File: src/rtl/brick_hit_detector.sv
`default_nettype none
// ============================================================================
// Module   : brick_hit_detector
// Purpose  : Turns pixel-level bullet/brick overlaps into at most one
//            tile-addressed hit per bullet per frame, issued one at a time
//            to the bricks controller.
// Ports    : clk, resetN (sync, active-low), startOfFrame (frame pulse),
//            pixelX/pixelY (current pixel), bricksDR/bullet1DR/bullet2DR
//            (draw requests), brickCollision1X/Y (tile of issued hit),
//            collision (hit pulse), bullet1Hit/bullet2Hit (per-bullet pulse).
// Revision : 1.0 - initial release
// ============================================================================
module brick_hit_detector #(
  parameter int X_OFFSET   = 48,
  parameter int Y_OFFSET   = 16,
  parameter int TILE_SHIFT = 5
) (
  input  logic        clk,
  input  logic        resetN,
  input  logic        startOfFrame,
  input  logic [10:0] pixelX,
  input  logic [10:0] pixelY,
  input  logic        bricksDR,
  input  logic        bullet1DR,
  input  logic        bullet2DR,
  output logic [4:0]  brickCollision1X,
  output logic [3:0]  brickCollision1Y,
  output logic        collision,
  output logic        bullet1Hit,
  output logic        bullet2Hit
);

  localparam logic [10:0] X_OFF = 11'(X_OFFSET);
  localparam logic [10:0] Y_OFF = 11'(Y_OFFSET);

  // Grid geometry (combinational, feeds stage S1)
  logic [10:0] dx, dy, col_full, row_full;
  logic        in_grid, hit1_c, hit2_c;

  always_comb begin
    dx       = pixelX - X_OFF;
    dy       = pixelY - Y_OFF;
    col_full = dx >> TILE_SHIFT;
    row_full = dy >> TILE_SHIFT;
    // Off-grid pixels left/above would wrap dx/dy, so test them explicitly.
    in_grid  = (pixelX >= X_OFF) && (pixelY >= Y_OFF) &&
               (col_full < 11'd17) && (row_full < 11'd14);
    hit1_c   = bricksDR && bullet1DR && in_grid;
    hit2_c   = bricksDR && bullet2DR && in_grid;
  end

  // Stage S1
  logic       s1_hit1, s1_hit2;
  logic [4:0] s1_col;
  logic [3:0] s1_row;

  // Per-bullet state
  logic       armed1, armed2;
  logic       pend1_valid, pend2_valid;
  logic [4:0] pend1_col, pend2_col;
  logic [3:0] pend1_row, pend2_row;
  logic       rr;

  // Capture and grant decisions use pre-edge state only.
  logic cap1, cap2, grant1, grant2, contend;

  always_comb begin
    cap1    = s1_hit1 && armed1 && !pend1_valid;
    cap2    = s1_hit2 && armed2 && !pend2_valid;
    contend = pend1_valid && pend2_valid;
    grant1  = pend1_valid && (!pend2_valid || !rr);
    grant2  = pend2_valid && (!pend1_valid ||  rr);
  end

  always_ff @(posedge clk) begin
    if (!resetN) begin
      s1_hit1          <= 1'b0;
      s1_hit2          <= 1'b0;
      s1_col           <= '0;
      s1_row           <= '0;
      armed1           <= 1'b1;
      armed2           <= 1'b1;
      pend1_valid      <= 1'b0;
      pend2_valid      <= 1'b0;
      pend1_col        <= '0;
      pend1_row        <= '0;
      pend2_col        <= '0;
      pend2_row        <= '0;
      rr               <= 1'b0;
      collision        <= 1'b0;
      bullet1Hit       <= 1'b0;
      bullet2Hit       <= 1'b0;
      brickCollision1X <= '0;
      brickCollision1Y <= '0;
    end else begin
      s1_hit1 <= hit1_c;
      s1_hit2 <= hit2_c;
      s1_col  <= col_full[4:0];
      s1_row  <= row_full[3:0];

      // A frame start re-arms even when the same edge captures.
      if (startOfFrame)  armed1 <= 1'b1;
      else if (cap1)     armed1 <= 1'b0;
      if (startOfFrame)  armed2 <= 1'b1;
      else if (cap2)     armed2 <= 1'b0;

      // Capture requires !valid and grant requires valid, so they never
      // collide on the same entry within one edge.
      if (cap1) begin
        pend1_valid <= 1'b1;
        pend1_col   <= s1_col;
        pend1_row   <= s1_row;
      end else if (grant1) begin
        pend1_valid <= 1'b0;
      end
      if (cap2) begin
        pend2_valid <= 1'b1;
        pend2_col   <= s1_col;
        pend2_row   <= s1_row;
      end else if (grant2) begin
        pend2_valid <= 1'b0;
      end

      if (contend) rr <= ~rr;

      collision  <= grant1 || grant2;
      bullet1Hit <= grant1;
      bullet2Hit <= grant2;
      if (grant1) begin
        brickCollision1X <= pend1_col;
        brickCollision1Y <= pend1_row;
      end else if (grant2) begin
        brickCollision1X <= pend2_col;
        brickCollision1Y <= pend2_row;
      end else begin
        brickCollision1X <= '0;
        brickCollision1Y <= '0;
      end
    end
  end

endmodule
`default_nettype wire

File: config.mk
export PLATFORM = sky130hd
export DESIGN_NAME = brick_hit_detector
export DESIGN_NICKNAME = d
export VERILOG_FILES = /design/src/rtl/brick_hit_detector.sv
export SDC_FILE = /design/constraint.sdc
export NUM_CORES = 1
export LEC_CHECK = 0
export CORE_MARGIN = 2
export CORE_UTILIZATION = 50
export CTS_CLUSTER_SIZE = 12
export DETAILED_ROUTE_END_ITERATION = 10
export HOLD_SLACK_MARGIN = 0.05
export PLACE_DENSITY = 0.9
export SETUP_SLACK_MARGIN = 0.15
export SLEW_MARGIN = 20
export SYNTH_ARGS = -nofsm -noshare
export SYNTH_HDL_FRONTEND = slang
export SYNTH_SLANG_ARGS = --single-unit
File: constraint.sdc
create_clock -name clk -period 3.1 [get_ports clk]
set_input_delay 0.465 -clock clk [delete_from_list [all_inputs] [get_ports clk]]
set_output_delay 0.465 -clock clk [all_outputs]
set_load 0.005 [all_outputs]
### Yosys cells after proc, flatten, opt, wreduce, memory -nomap -nowiden

Cells that the tools add are included.

| operators by class | value |
|---|---|
| add/subtract/negate cells | 2 |
| magnitude comparators | 4 |
| muxes and demuxes | 8 |
| bitwise logic cells | 2 |
| reduce and logical (&&, ||, !) cells | 23 |

Operator list:

| cell | count |
|---|---|
| $logic_and A1 B1 Y1 | 14 |
| $ge A11 B5 Y1 const B | 1 |
| $ge A11 B6 Y1 const B | 1 |
| $sub A11 B5 Y11 const B | 1 |
| $sub A11 B6 Y11 const B | 1 |
| $mux W5 | 2 |
| $mux W4 | 2 |
| $lt A6 B4 Y1 const B | 1 |
| $lt A6 B5 Y1 const B | 1 |
| $mux W1 | 4 |
| $reduce_bool A2 Y1 | 2 |
| $logic_not A1 Y1 | 3 |
| $logic_or A1 B1 Y1 | 3 |
| $not A1 Y1 | 2 |
| $reduce_or A2 Y1 | 1 |

| word-level totals | value |
|---|---|
| register bits | 46 |
| bits of input ports | 28 |
| output and inout bits | 12 |

### Depth between registers and ports, before layout

Gate-level depths: netlist of run 1.

| depth | value |
|---|---|
| depth after elaboration | 5 |
| depth in mapped cells | 6 |
| mapped depth without buffers | 6 |

### Worst setup path after synthesis of run 1

OpenSTA, ideal clock, no wires.

| timing path | value |
|---|---|
| path kind | input-to-reg |
| from | in pixelX[0] |
| to | reg s1_hit1 |
| library setup time | 0.096 ns |
| arrival | 1.451 ns |
| slack | 1.553 ns |
| cell stages on the path | 4 |
| buffers on the path | 0 |
| path through | or4_1 -> a21oi_1 -> o32ai_1 -> nor4b_1 |

| on the way | value |
|---|---|
| word-level cells in the longest chain between the ends | 5 |
| elaborated cells on any way between the ends | 7 |

Ends and longest elaborated chain:

| item | line | source |
|---|---|---|
| start, declared | 21 | `input logic [10:0] pixelX,` |
| $sub A11 B6 Y11 / $ge A11 B6 Y1 (equally long branches) | 41, 46 |  |
| $lt A6 B5 Y1 / $logic_and A1 B1 Y1 (equally long branches) | 47, 46 |  |
| $logic_and A1 B1 Y1 (*) | 46 | `in_grid = (pixelX >= X_OFF) && (pixelY >= Y_OFF) &&` |
| $logic_and A1 B1 Y1 (*) | 47 | `(col_full < 11'd17) && (row_full < 11'd14);` |
| $logic_and A1 B1 Y1 (*) | 48 | `hit1_c = bricksDR && bullet1DR && in_grid;` |
| end signal, assigned | 96 | `s1_hit1 <= hit1_c;` |
| end, declared | 53 | `logic s1_hit1, s1_hit2;` |

Every way passes the cells marked *; elsewhere a longest branch is shown, timed or not.
A chain may end at the register's enable or synchronous reset.

### Final worst setup path of run 1

| timing path | value |
|---|---|
| from | in pixelY[4] |
| to | reg s1_hit1 |

| on the way | value |
|---|---|
| word-level cells in the longest chain between the ends | 5 |
| elaborated cells on any way between the ends | 7 |

Ends and longest elaborated chain:

| item | line | source |
|---|---|---|
| start, declared | 22 | `input logic [10:0] pixelY,` |
| branches (longest 3 deep; another with $sub A11 B5 Y11) | n/a |  |
| $logic_and A1 B1 Y1 (*) | 47 |  |
| $logic_and A1 B1 Y1 (*) | 48 |  |

Mark *: on every way between the ends.

==> flow_summary.yaml, run 1 <==
outcome:
  outcome: "completed"
detailed_routing:
  first_iter_violations: 57
  drcViolationCount: 0
  vias: 1390
  wl_microns: 3230
  postRouteAntennaNets: 0
  firstDrtPassIters: 4
  routed_via_density: 5.00
  detail_route.wl_per_cell_microns: 11.6
power_and_ir_drop:
  swShare_pct: 22.1
  ir_worst_vdd_v: 0.000184
  seq_power_share_pct: 62.1
  internal-power_mw: 0.761
  power-per-cell-area_nw_per_um2: 436
  leakage_nw: 0.804
  switchingPower_mw: 0.216
  p_clk_share_pct: 29.3
  combPwrFrac_pct: 8.6
yosys:
  seq_area_frac_synth_pct: 51.7
  synthesis.area_sq_um: 1780
  synth_top_family_by_area: "simple AND/OR/NAND/NOR gates"
  synth_edf_count: 0
  yosys.area_share.xor_xnor_pct: 3.44
  syn-num-nets: 224
  netlist_instances: 194
  yosysUniqueCellTypes: 32
  synth-compound-area-share_pct: 18.3
  synth_flop_cell: "dfxtp_1"
  synth_seq_cells: 46
  synth_mux_area_share_pct: 0.562
  async_reset_ff_share_pct: 0
  synthSimpleGateAreaFrac_pct: 22.5
  synthAdderAreaFrac_pct: 1.41
  syn_avg_cell_area_sq_um: 9.18
  yosysWarnings: 0
floorplan:
  core_sq_um: 3390
  start_util_pct: 52.5
  design.die.area_sq_um: 4050
  ios: 40
  die_y_microns: 63.7
  rows: 21
  die_w_microns: 63.7
grt:
  antenna_found_initial: 0
  grt_pass1_wl_microns: 5580
  track_usage_pct: 17.9
  grt_pass1_vias: 1314
  overflow: 0
  grt_max_degree: 17
worst_setup_path:
  cp-start-kind: "input port"
  path_cells: "clkdlybuf4s50_1 > inv_1 > ha_1 > o21bai_1 > a211oi_1 > o32ai_1 > nor4b_1"
  end_kind: "flip-flop"
  crit_type: "input port to flip-flop"
  cpMaxStageDelayCell: "clkdlybuf4s50_1"
  path_delay_family: "buffers and inverters"
  worstPathBufferInverterCount: 2
  crit_required_ns: 3.36
  path_max_fanout: 6
  cp_data_arrival_time_ns: 2.16
  slowest_delay_ns: 0.54
run:
  max_cap_violations: 0
timing:
  finalClockSkew_ns: 0.00784
  fmax_mhz: 527
  finalHoldViolCount: 0
  fin_crit_sh_pct: 61.3
  setup-tns-final_ns: 0
  final-max-slew-violation-count: 0
  setup_ws_ns: 1.20
  period_needed_ns: 1.90
  rsz0062_at_grt: "no"
  worstMarginPinSlew_ns: 0.671
  max_slew_margin_pct: 55.1
  finalSetupViolCount: 0
cells_and_area:
  synthToLayoutAreaGrowth_pct: 25.7
  layout_common_cells: "49 x nand2_1, 46 x dfxtp_1, 35 x clkdlybuf4s50_1"
  drive_above_1_share_pct: 6.03
  diodes: 0
  nets: 261
  final_common_cell: "nand2_1"
  fin_util_pct: 66.0
clock_network:
  cts_tree: "done"
  postCtsSetupBuffers: 0
  cts_hold_buf: 0
  root_buffer: "clkbuf_4"
  clk_path_buf_depth: 2
  cts.sinks: 46
  post_cts_resized: 0
  cts.clk_slew.worst_paths_ns: 0.11
  htreeDepth: 2
  insertion_delay_ns: 0.36
  cts_buffers: 5
place:
  place_ws_ns: 0.839
  dp_hpwl_microns: 2350
  place.gp.congestion: 0.794
  portBuffers: 35
hold_path:
  hp-class: "flip-flop to flip-flop"
[power groups by stage]
stage	combinational, mW	sequential [mW]	clock (mW)
after floorplan	0.0384	0.618	0
after global placement	0.0827	0.619	0
after detailed placement	0.0840	0.619	0
after CTS	0.0844	0.606	0.293
after global routing	0.0929	0.608	0.324
final	0.0840	0.606	0.286
[sequential cells by signal (all words and copies together), names as in the netlist, 4 cells and up]
signal	flops
brickCollision1X	5
pend2_col	5
pend1_row	4
pend1_col	5
s1_col	5
pend2_row	4
s1_row	4
brickCollision1Y	4
[Yosys cell counts (3+ instances only)]
master	n	area, sq um
nand2_1	49	184
a21oi_1	4	20.0
or2_2	3	18.8
clkbuf_1	7	26.3
nor2_1	6	22.5
and2_1	6	37.5
dfxtp_1	46	921
a21boi_0	19	143
xnor2_1	5	43.8
nor2b_1	6	37.5
inv_1	3	11.3
nor3_1	5	25.0
a22o_1	9	78.8
o21a_1	3	22.5
[logic make-up after synthesis]
family / Yosys count
simple gates: 85
flops: 46
compound gates: 43
buf+inv: 10
xor+xnor: 7
fa+ha+maj: 2
mux: 1
[path summary, 6_finish.rpt]
| kind | from | end | slack (ns) | cells past startpoint |
|---|---|---|---|---|
| worst max-delay path | pixelY[4] | s1_hit1 | 1.20 | 7 |
| worst min-delay path | armed2 | armed2 | 0.46 | 2 |
| worst max register to register | pend1_valid | pend1_col[3] | 1.73 | 3 |
| worst min register to register | armed2 | armed2 | 0.46 | 2 |
[final cells by class]
type | instances | area (sq um)
multi-input cells | 138 | 822
inverters | 3 | 11.3
repair buffers | 37 | 365
clock inverters | 1 | 5.00
clock buffers | 7 | 55.1
flip-flops and latches | 46 | 921
well taps | 46 | 57.6
fillers | 263 | 1150
[tightest hold or removal path: stages (launching register included)]
cell	delay (ns)
dfxtp_1	0.33
nand2_1	0.05
nand2_1	0.04
[routing by layer]
metal  wire length [microns]  vias up  part of all wire (%)  GRT usage (%)
met3                     188        7                   5.8           5.36
met5                       0        -                     0              0
li1                        -      730                     -              -
met1                    1420      610                    44           19.8
met4                      65        0                   2.0           9.24
met2                    1560       43                    48           30.8
[through the flow]
step	area, sq um	power, mW	hold slack [ns]	cells
after floorplan	1780	0.656	0.422	194
after global placement	2180	0.702	0.431	270
after detailed placement	2180	0.703	0.437	270
after CTS	2240	0.984	0.454	278
after global routing	2240	1.02	0.478	278
final	2240	0.976	0.456	278
Note: power is estimated with default switching activity, not from simulation.
==> inputs of run 2 (changes only) <==
- CORE_UTILIZATION: 50 -> 44
- PLACE_DENSITY: 0.9 -> 0.85
- clock period: 3.1 -> 1.6 ns (I/O delays scaled with it)
==> flow_summary.yaml, run 2 (synthesized netlist as in run 1, its figures left out) <==
outcome:
  outcome: "completed"
clock_network:
  cts_tree: "done"
  cts.sinks: 46
  clk_path_buf_depth: 2
  root_buffer: "clkbuf_8"
  insertion_delay_ns: 0.29
  cts_buffers: 5
  htreeDepth: 2
  cts.clk_slew.worst_paths_ns: 0.08
timing:
  fin_crit_sh_pct: 88.1
  finalClockSkew_ns: 0.00437
  rsz0062_at_grt: "no"
  setup-tns-final_ns: 0
  hold_slack_ns: 0.458
  worstMarginPinSlew_ns: 0.317
  final-max-slew-violation-count: 0
  finalSetupViolCount: 0
  period_needed_ns: 1.41
  finalHoldViolCount: 0
  max_slew_margin_pct: 78.8
  fmax_mhz: 710
hold_path:
  hp-class: "flip-flop to flip-flop"
  min_path_cells: 2
place:
  dp_hpwl_microns: 2440
  place.gp.congestion: 0.762
  dpl_cell_area_sq_um: 2370
  portBuffers: 35
floorplan:
  die_y_microns: 67.6
  rows: 23
  start_util_pct: 45.2
  design.die.area_sq_um: 4570
  core_sq_um: 3940
  ios: 40
  die_w_microns: 67.6
worst_setup_path:
  crit_type: "input port to flip-flop"
  cp_data_arrival_time_ns: 1.61
  rrSetupSlack_ns: 0.49
  r2r-end: "pend1_row[1]"
  cp-start-kind: "input port"
  r2r_cells: 3
  path_max_fanout: 2
  endpoint: "s1_hit1"
  critPathLaunch: "pixelX[0]"
  end_kind: "flip-flop"
  r2r_start: "pend1_valid"
  crit_required_ns: 1.80
detailed_routing:
  detail_route.wl_per_cell_microns: 11.4
  firstDrtPassIters: 4
  postRouteAntennaNets: 0
  routed_via_density: 4.97
  drcViolationCount: 0
  vias: 1522
  wl_microns: 3490
  first_iter_violations: 63
grt:
  track_usage_pct: 16.9
  overflow: 0
  grt_pass1_vias: 1412
  grt_max_degree: 19
  grt_pass1_wl_microns: 5840
  antenna_found_initial: 0
cells_and_area:
  fin_area_sq_um: 2530
  diodes: 0
  nets: 285
  drive_above_1_share_pct: 19.1
  synthToLayoutAreaGrowth_pct: 42.2
  fin_util_pct: 64.2
  final_common_cell: "nand2_1"
  layout_common_cells: "49 x nand2_1, 46 x dfxtp_1, 25 x buf_4"
power_and_ir_drop:
  swShare_pct: 21.9
  internal-power_mw: 1.64
  p_clk_share_pct: 33.9
  switchingPower_mw: 0.460
  combPwrFrac_pct: 10.3
  leakage_nw: 0.990
  seq_power_share_pct: 55.9
  ir_worst_vdd_v: 0.000364
  power-per-cell-area_nw_per_um2: 829
run:
  max_cap_violations: 0
run 2: cell types whose count changed in the layout (fill, tap and decap cells not counted), moves of 3 or more:
cell,change
dlymetal6s2s_1,+3
buf_4,+23
clkbuf_8,+5
clkdlybuf4s50_1,-12
dlygate4sd2_1,+9
clkbuf_4,-5
run 2: worst min-delay path by stage:
stage	slack (ns)	endpoint	startpoint
floorplan	0.34	armed1	startOfFrame
global placement	0.43	armed1	armed1
detailed placement	0.45	armed2	armed2
CTS	0.46	armed2	armed2
global route	0.47	armed1	armed1
finish	0.46	armed2	armed2
run 2: cell type report:
type / count / area [sq um]
clock inverters: 1 / 5.00
multi-input cells: 138 / 892
flip-flops and latches: 46 / 921
clock buffers: 7 / 86.3
inverters: 3 / 11.3
repair buffers: 61 / 554
well taps: 50 / 62.6
fillers: 332 / 1410
run 2: per-layer routing:
metal,track usage (%),vias to the layer above,share of wire [%]
li1,-,776,-
met1,18.2,696,43
met2,29.9,44,50
met3,5.67,6,5.4
met4,7.40,0,1.9
met5,0,-,0
run 2: critical path, stage by stage:
cell,delay (ns)
clkdlybuf4s50_1,0.39
or4_4,0.43
a21oi_4,0.14
o32ai_2,0.12
nor4b_1,0.29
run 2: metrics by stage:
stage	setup slack, ns	total power, mW	std cells
detailed placement	-0.272	1.40	298
global placement	-0.255	1.40	298
global route	0.120	2.18	306
floorplan	0.278	1.27	194
finish	0.191	2.10	306
CTS	0.180	2.11	306
run 2: timing repair:
action / in CTS / in global routing
hold endpoints to repair: 0 / 0
endpoints found under the setup margin: 2 / 2
gates resized for setup: 19 / 8
setup buffers: 0 / 0
pin swaps: 9 / 4
hold buffers: 0 / 0
run 2: power by group through the flow:
stage               clock network [mW]  registers (mW)  logic [mW]
CTS                              0.726            1.17       0.208
global placement                     0            1.20       0.199
floorplan                            0            1.20      0.0743
detailed placement                   0            1.20       0.204
finish                           0.711            1.17       0.216
global route                     0.769            1.18       0.238
==> inputs of run 3 (changes only) <==
- CORE_UTILIZATION: 44 -> 50
- MAX_ROUTING_LAYER: not set -> met4
- PLACE_DENSITY: 0.85 -> 0.9
- SETUP_SLACK_MARGIN: 0.15 -> not set
- clock period: 1.6 -> 1.65 ns (I/O delays scaled with it)
==> flow_summary.yaml, run 3 (synthesized netlist as in run 1, its figures left out) <==
clock_network:
  htreeDepth: 2
  clk_path_buf_depth: 2
  cts_buffers: 5
  root_buffer: "clkbuf_4"
  cts_hold_buf: 0
  cts.clk_slew.worst_paths_ns: 0.11
  cts.sinks: 46
  insertion_delay_ns: 0.35
  cts_tree: "done"
outcome:
  outcome: "completed"
hold_path:
  min_path_cells: 2
  hp-class: "input port to flip-flop"
  min_from: "bullet2DR"
  holdPathEnd: "s1_hit2"
worst_setup_path:
  crit_required_ns: 1.89
  r2r-end: "brickCollision1X[4]"
  end_kind: "flip-flop"
  r2r_cells: 3
  cp-start-kind: "input port"
  cp_data_arrival_time_ns: 1.76
  path_max_fanout: 3
  r2r_start: "pend1_valid"
  crit_type: "input port to flip-flop"
  rrSetupSlack_ns: 0.39
floorplan:
  start_util_pct: 52.5
  die_y_microns: 63.7
  ios: 40
  die_w_microns: 63.7
  design.die.area_sq_um: 4050
  rows: 21
  core_sq_um: 3390
timing:
  rsz0062_at_grt: "no"
  finalHoldViolCount: 0
  max_slew_margin_pct: 61.4
  fmax_mhz: 659
  finalSetupViolCount: 0
  hold_slack_ns: 0.466
  final-max-slew-violation-count: 0
  period_needed_ns: 1.52
  setup_ws_ns: 0.132
  finalClockSkew_ns: 0.00492
  fin_crit_sh_pct: 92.0
  worstMarginPinSlew_ns: 0.577
detailed_routing:
  postRouteAntennaNets: 0
  drcViolationCount: 0
  wl_microns: 3220
  routed_via_density: 5.03
  vias: 1494
  detail_route.wl_per_cell_microns: 10.9
  first_iter_violations: 37
  firstDrtPassIters: 4
place:
  portBuffers: 35
  dp_hpwl_microns: 2430
  place_ws_ns: -0.237
  place.gp.congestion: 0.780
cells_and_area:
  final_common_cell: "nand2_1"
  drive_above_1_share_pct: 13.1
  fillers: 250
  nets: 281
  diodes: 0
  synthToLayoutAreaGrowth_pct: 33.5
  fin_util_pct: 70.1
  layout_common_cells: "49 x nand2_1, 46 x dfxtp_1, 35 x clkdlybuf4s50_1"
grt:
  grt_pass1_wl_microns: 5650
  grt_max_degree: 22
  overflow: 0
  grt_pass1_vias: 1353
  antenna_found_initial: 0
  track_usage_pct: 18.2
power_and_ir_drop:
  switchingPower_mw: 0.385
  swShare_pct: 21.4
  internal-power_mw: 1.41
  leakage_nw: 0.894
  fin_total_pwr_mw: 1.80
  combPwrFrac_pct: 10.8
  power-per-cell-area_nw_per_um2: 756
  p_clk_share_pct: 25.9
  seq_power_share_pct: 63.3
  ir_worst_vdd_v: 0.000271
run:
  max_cap_violations: 0
==> run 3: final cells by class <==
class | instances | area, sq um | area share, %
Tap cell | 46 | 57.6 | 2.42
Clock buffer | 7 | 45.0 | 1.89
Multi-Input combinational cell | 138 | 827 | 34.8
Inverter | 3 | 11.3 | 0.474
Timing Repair Buffer | 57 | 515 | 21.7
Sequential cell | 46 | 921 | 38.7
==> run 3: how the worst max path moves through the flow <==
stage               startpoint      end  slack (ns)  depth (start not counted)
finish               pixelY[4]  s1_hit1        0.13                          7
global route         pixelX[6]  s1_hit1      0.0009                          5
CTS                  pixelX[7]  s1_hit2        0.14                          6
detailed placement   pixelX[7]  s1_hit2       -0.24                          6
global placement     pixelX[7]  s1_hit2       -0.23                          6
floorplan            pixelX[0]  s1_hit1        0.32                          4
==> run 3: power groups by stage <==
stage	Sequential, mW	Clock [mW]	Combinational (mW)
6_report	1.14	0.466	0.193
5_1_grt	1.14	0.541	0.213
4_1_cts	1.14	0.485	0.194
3_5_place_dp	1.16	0	0.192
3_3_place_gp	1.16	0	0.189
2_1_floorplan	1.16	0	0.0721
==> run 3: metrics by stage <==
stage	instances	instance area, sq um	setup TNS (ns)
final	297	2380	0
after global routing	297	2380	0
after CTS	297	2370	0
after detailed placement	290	2330	-0.527
after global placement	290	2330	-0.509
after floorplan	194	1780	0
==> run 3: repair_timing <==
item | 4_1_cts | 5_1_grt
gates resized for setup | 0 | 1
setup buffers | 0 | 0
endpoints found under the setup margin | 0 | 2
==> run 3: critical path: stages <==
cell             delay (ns)
clkdlybuf4s50_1        0.47
inv_1                  0.04
ha_1                   0.21
nor4bb_1               0.13
and3_1                 0.18
o32ai_1                0.36
nor4b_1                0.10
==> run 3: layer usage <==
layer | track usage, % | up-vias | wire length (microns)
li1 | - | 772 | -
met1 | 20.4 | 666 | 1410
met2 | 30.3 | 51 | 1610
met3 | 4.29 | 5 | 157
met4 | 8.97 | 0 | 46
met5 | - | - | 0
